File: src/rtl/mem_port_arbiter.sv
// mem_port_arbiter: shares one single-port 16-bit memory between an
// instruction-fetch requester (I) and a data requester (D). Accesses are
// serialised through IDLE -> ACCESS -> RESP, with WAIT_STATES extra ACCESS
// cycles. A pending memory dump is issued only in an IDLE cycle with no request.
// Optional build macro: ARB_ROUND_ROBIN_EN (round-robin conflict resolution;
// when undefined, D always wins a conflict).
module mem_port_arbiter #(
  parameter int unsigned WAIT_STATES = 0,
  parameter int unsigned ADDR_W      = 16,
  parameter int unsigned DATA_W      = 16
) (
  input  logic              clk,
  input  logic              rst,
  input  logic              i_req,
  input  logic [ADDR_W-1:0] i_addr,
  output logic [DATA_W-1:0] i_rdata,
  output logic              i_done,
  input  logic              d_req,
  input  logic              d_wr,
  input  logic [ADDR_W-1:0] d_addr,
  input  logic [DATA_W-1:0] d_wdata,
  output logic [DATA_W-1:0] d_rdata,
  output logic              d_done,
  input  logic              dump_req,
  output logic              mem_en,
  output logic              mem_wr,
  output logic [ADDR_W-1:0] mem_addr,
  output logic [DATA_W-1:0] mem_wdata,
  input  logic [DATA_W-1:0] mem_rdata,
  output logic              mem_dump,
  output logic              busy
);

  typedef enum logic [1:0] {
    S_IDLE   = 2'd0,
    S_ACCESS = 2'd1,
    S_RESP   = 2'd2
  } state_t;

  typedef enum logic {
    OWN_I = 1'b0,
    OWN_D = 1'b1
  } owner_t;

  state_t              state;
  state_t              state_next;
  owner_t              owner;
  logic [3:0]          cnt;
  logic                dump_pending;
  logic                lat_wr;
  logic [ADDR_W-1:0]   lat_addr;
  logic [DATA_W-1:0]   lat_wdata;
  logic                take;
  logic                grant_d;
  logic                dump_fire;
`ifdef ARB_ROUND_ROBIN_EN
  owner_t              last_owner;
`endif

  // State register
  always_ff @(posedge clk or negedge rst) begin
    if (!rst) state <= S_IDLE;
    else      state <= state_next;
  end

  // Next-state logic, grant decision, memory strobes and done pulses
  always_comb begin
    state_next = state;
    take       = 1'b0;
    grant_d    = 1'b0;
    dump_fire  = 1'b0;
    mem_en     = 1'b0;
    mem_wr     = 1'b0;
    i_done     = 1'b0;
    d_done     = 1'b0;
    case (state)
      S_IDLE: begin
        if (i_req || d_req) begin
          take       = 1'b1;
          state_next = S_ACCESS;
`ifdef ARB_ROUND_ROBIN_EN
          if (i_req && d_req) grant_d = (last_owner == OWN_I);
          else                grant_d = d_req;
`else
          grant_d = d_req;
`endif
        end else if (dump_pending) begin
          dump_fire = 1'b1;
        end
      end
      S_ACCESS: begin
        mem_en = 1'b1;
        mem_wr = lat_wr;
        if (cnt == 4'd0) state_next = S_RESP;
      end
      S_RESP: begin
        i_done     = (owner == OWN_I);
        d_done     = (owner == OWN_D);
        state_next = S_IDLE;
      end
      default: state_next = S_IDLE;
    endcase
  end

  assign busy      = (state != S_IDLE);
  assign mem_dump  = dump_fire;
  assign mem_addr  = lat_addr;
  assign mem_wdata = lat_wdata;

  // Transaction latch, wait-state counter and per-requester read data
  always_ff @(posedge clk or negedge rst) begin
    if (!rst) begin
      owner     <= OWN_I;
      cnt       <= '0;
      lat_wr    <= 1'b0;
      lat_addr  <= '0;
      lat_wdata <= '0;
      i_rdata   <= '0;
      d_rdata   <= '0;
    end else begin
      if (take) begin
        owner     <= grant_d ? OWN_D : OWN_I;
        lat_addr  <= grant_d ? d_addr : i_addr;
        lat_wr    <= grant_d & d_wr;
        lat_wdata <= grant_d ? d_wdata : '0;
        cnt       <= 4'(WAIT_STATES);
      end
      if (state == S_ACCESS) begin
        if (cnt != 4'd0) begin
          cnt <= cnt - 4'd1;
        end else if (!lat_wr) begin
          if (owner == OWN_D) d_rdata <= mem_rdata;
          else                i_rdata <= mem_rdata;
        end
      end
    end
  end

  // Dump request capture; a new request on the same edge as the issue wins
  always_ff @(posedge clk or negedge rst) begin
    if (!rst) dump_pending <= 1'b0;
    else      dump_pending <= dump_req | (dump_pending & ~dump_fire);
  end

`ifdef ARB_ROUND_ROBIN_EN
  // Remember who was granted last for round-robin conflict resolution
  always_ff @(posedge clk or negedge rst) begin
    if (!rst)      last_owner <= OWN_I;
    else if (take) last_owner <= grant_d ? OWN_D : OWN_I;
  end
`endif

endmodule

File: config.mk
export PLATFORM = sky130hd
export DESIGN_NAME = mem_port_arbiter
export DESIGN_NICKNAME = d
export VERILOG_FILES = /design/src/rtl/mem_port_arbiter.sv
export SDC_FILE = /design/constraint.sdc
export NUM_CORES = 1
export LEC_CHECK = 0
export CAP_MARGIN = 15
export CORE_MARGIN = 2
export CORE_UTILIZATION = 44
export CTS_CLUSTER_DIAMETER = 50
export CTS_CLUSTER_SIZE = 14
export DETAILED_ROUTE_END_ITERATION = 10
export PLACE_DENSITY = 0.85
export SETUP_SLACK_MARGIN = 0.2
export SYNTH_ARGS = -nofsm -noshare
export SYNTH_HDL_FRONTEND = slang
export SYNTH_SLANG_ARGS = --single-unit
File: constraint.sdc
create_clock -name clk -period 2.8 [get_ports clk]
set_input_delay 0.42 -clock clk [delete_from_list [all_inputs] [get_ports clk]]
set_output_delay 0.42 -clock clk [all_outputs]
set_load 0.1 [all_outputs]
==> results by group <==
Final layout
  • Post-route cell area: 4600 um2
  • Fin nets: 435
  • N_diodes: 0
  • Fill cell count: 504
  • Commonest non-fill, non-tap cells in the layout: 74 x buf_4, 73 x dfrtp_1, 68 x clkdlybuf4s50_1
  • Share of cells above drive strength 1: 0.360
  • Most common cell after layout, fill and taps aside: buf_4
  • Area Overhead vs Synth: 52.3%

Placed design
  • GPL Wtd Cong: 0.814
  • DPL Wire Length: 5730 um
  • DP Worst Slack: 871 ps
  • Port Buffers: 139
  • Placed Area: 4330 um2

Yosys
  • Synth warn: 0
  • XOR/XNOR Fraction of Synth Area: 0
  • Syn avg cell area: 13.7 um2
  • Number of flops mapped to enable cells by yosys: 0
  • FFs w/ async S/R, synth: 1.00
  • Post-synthesis adder-cell area fraction: 0.00414
  • Netlist cell types: 33
  • Synth Instances: 221
  • Seq cells post-synth: 73
  • Post-synthesis net count: 292
  • Largest family of logic cells by synthesized area: compound AO/OA/AOI/OAI gates
  • Sequential cell area fraction in the yosys report: 0.605
  • Post-Synth Simple-Gate Area: 0.0551
  • Top_reg_cell synth: dfrtp_1
  • Mux share of post-synthesis cell area: 0.151
  • Compound-gate portion of the synthesized area: 0.157
  • Mapped Area: 3020 um2

Setup path
  • Worst R2R Setup Slack: 1060 ps
  • Crit start category: register
  • Arrival time at the worst endpoint: 1820 ps
  • R2R Path Start: cnt[0]$_DFF_PN0_
  • Worst reg2reg path depth: 5
  • Crit Path Max Fanout: 20
  • Crit path capture type: output port
  • Critical path class: reg -> out
  • Worst Path Required: 2380 ps
  • FF-to-FF End: i_rdata[14]$_DFFE_PN0P_

Timing
  • Skew final: 13.4 ps
  • Slew Limit Fails: 0
  • RSZ-0062 raised after global routing: no
  • Setup TNS Final: 0 ps
  • Final hold violations: 0
  • Final Cycle Share: 0.799
  • Fin Hold WS: 489 ps
  • Maximum clock rate: 447 MHz
  • Slew HR: 0.624
  • Final setup margin: 563 ps
  • Worst Tran Pin Value: 564 ps
  • # setup viols final: 0
  • Fin crit period: 2240 ps

Route
  • Pre-antenna DRT Iters: 5
  • DRC: 0
  • Vias per cell: 5.31
  • WL final: 7760 um
  • DRT iter0 DRCs: 93
  • Avg WL per Cell: 17.3 um
  • Vias post-DR: 2,386
  • Antenna viol nets, final: 0

Global routing
  • Most Crowded Layer GR: met2
  • First-pass GRT wire length: 12,600 um
  • GR Util met2: 0.353
  • Largest net degree at the start of global routing: 37
  • Met3 Use GR: 0.0257
  • Vias in the first global route: 2,516
  • Met1 usage: 0.276
  • Grt ovf: 0
  • Overall Global Routing Usage: 0.213
  • Initial antenna violation count: 0

CTS
  • H-tree depth: 3
  • Clock Pin Slew Worst Setup and Hold Paths: 60 ps
  • Clock Path Buffers: 2
  • Root Buffer: clkbuf_8
  • CTS tree: built
  • Worst skew pair latency: 330 ps
  • TritonCTS Sinks: 73
  • TritonCTS buffer count: 9

Floorplan
  • DIE AREA: 7540 um2
  • Core Footprint: 6720 um2
  • Starting density of the core: 0.449
  • Die X: 86.8 um
  • Num ports: 140
  • Vert. Die Dim: 86.8 um
  • Rows: 30

Min path
  • Worst hold stages: 1
  • Hold endpoint: dump_pending$_DFF_PN0_
  • HP Start: dump_pending$_DFF_PN0_
  • Worst min-delay path category: reg -> reg

Run status
  • Status: finished, final reports clean

Run
  • Max Cap Viol: 0
synth_stat cells (2+ instances only):
master    number  share of area
o22ai_1       16          0.033
a21o_1         2         0.0050
buf_2          2         0.0033
inv_1          5         0.0062
nor2_1         2         0.0025
nand3_1        2         0.0033
mux2_2        12          0.045
mux2_4        20          0.099
buf_6          2         0.0075
nand2_1        2         0.0025
mux2i_1        2         0.0066
a22o_1        18          0.052
o21ai_0       35          0.058
nor3b_1        2         0.0050
dfrtp_1       73           0.61
clkbuf_1       9          0.011
registers in the layout, summed over array words and instances (netlist names):
signal / flops
state: 2
mem_addr: 16
mem_wdata: 16
i_rdata: 16
owner: 1
d_rdata: 16
lat_wr: 1
dump_pending: 1
cnt: 4
worst max-delay path, stage by stage, from the launching register on:
cell	delay [ps]
dfrtp_1	510
nor2_1	140
inv_1	450
buf_4	400
per-layer routing:
metal | wire length, um | share of wire
met5 | 0 | 0
met1 | 3180 | 0.41
met3 | 228 | 0.029
met4 | 223 | 0.029
met2 | 4130 | 0.53
how the worst max path moves through the flow:
stage	startpoint	to	slack [ps]	cells past startpoint
floorplan	state[0]$_DFFE_PN0P_	mem_wr	430	3
global placement	d_req	mem_addr[2]$_DFFE_PN0P_	930	5
detailed placement	d_req	mem_addr[12]$_DFFE_PN0P_	870	5
CTS	state[0]$_DFFE_PN0P_	busy	570	3
global route	state[0]$_DFFE_PN0P_	busy	430	3
finish	state[0]$_DFFE_PN0P_	busy	560	3
timing repair:
action,4_1_cts,5_1_grt
resized for setup,0,0
hold buffers,1,0
endpoints found under the hold margin,13,0
setup buffers,0,0
through the flow:
stage / util / instances
after CTS: 0.685 / 449
after global placement: 0.644 / 432
final: 0.685 / 449
after global routing: 0.685 / 449
after detailed placement: 0.644 / 432
after floorplan: - / 221
cell type report:
class                      instances  area [um2]  area share
sequential                        73        1830       0.397
clock buffer                      12         165      0.0359
timing repair buffer             145        1270       0.276
clock inverter                     4        97.6      0.0212
multi-input combinational        130        1120       0.243
inverter                           5        18.8     0.00408
tap                               80         100      0.0218
cell families after synthesis:
kind of cell	Yosys count
buf+inv	18
flops	73
mux	34
fa+ha+maj	1
compound gates	74
simple gates	21
Power is left out: the tool's default activity adds up to more than one toggle a clock period on the data nets, which glitch-free logic cannot reach.
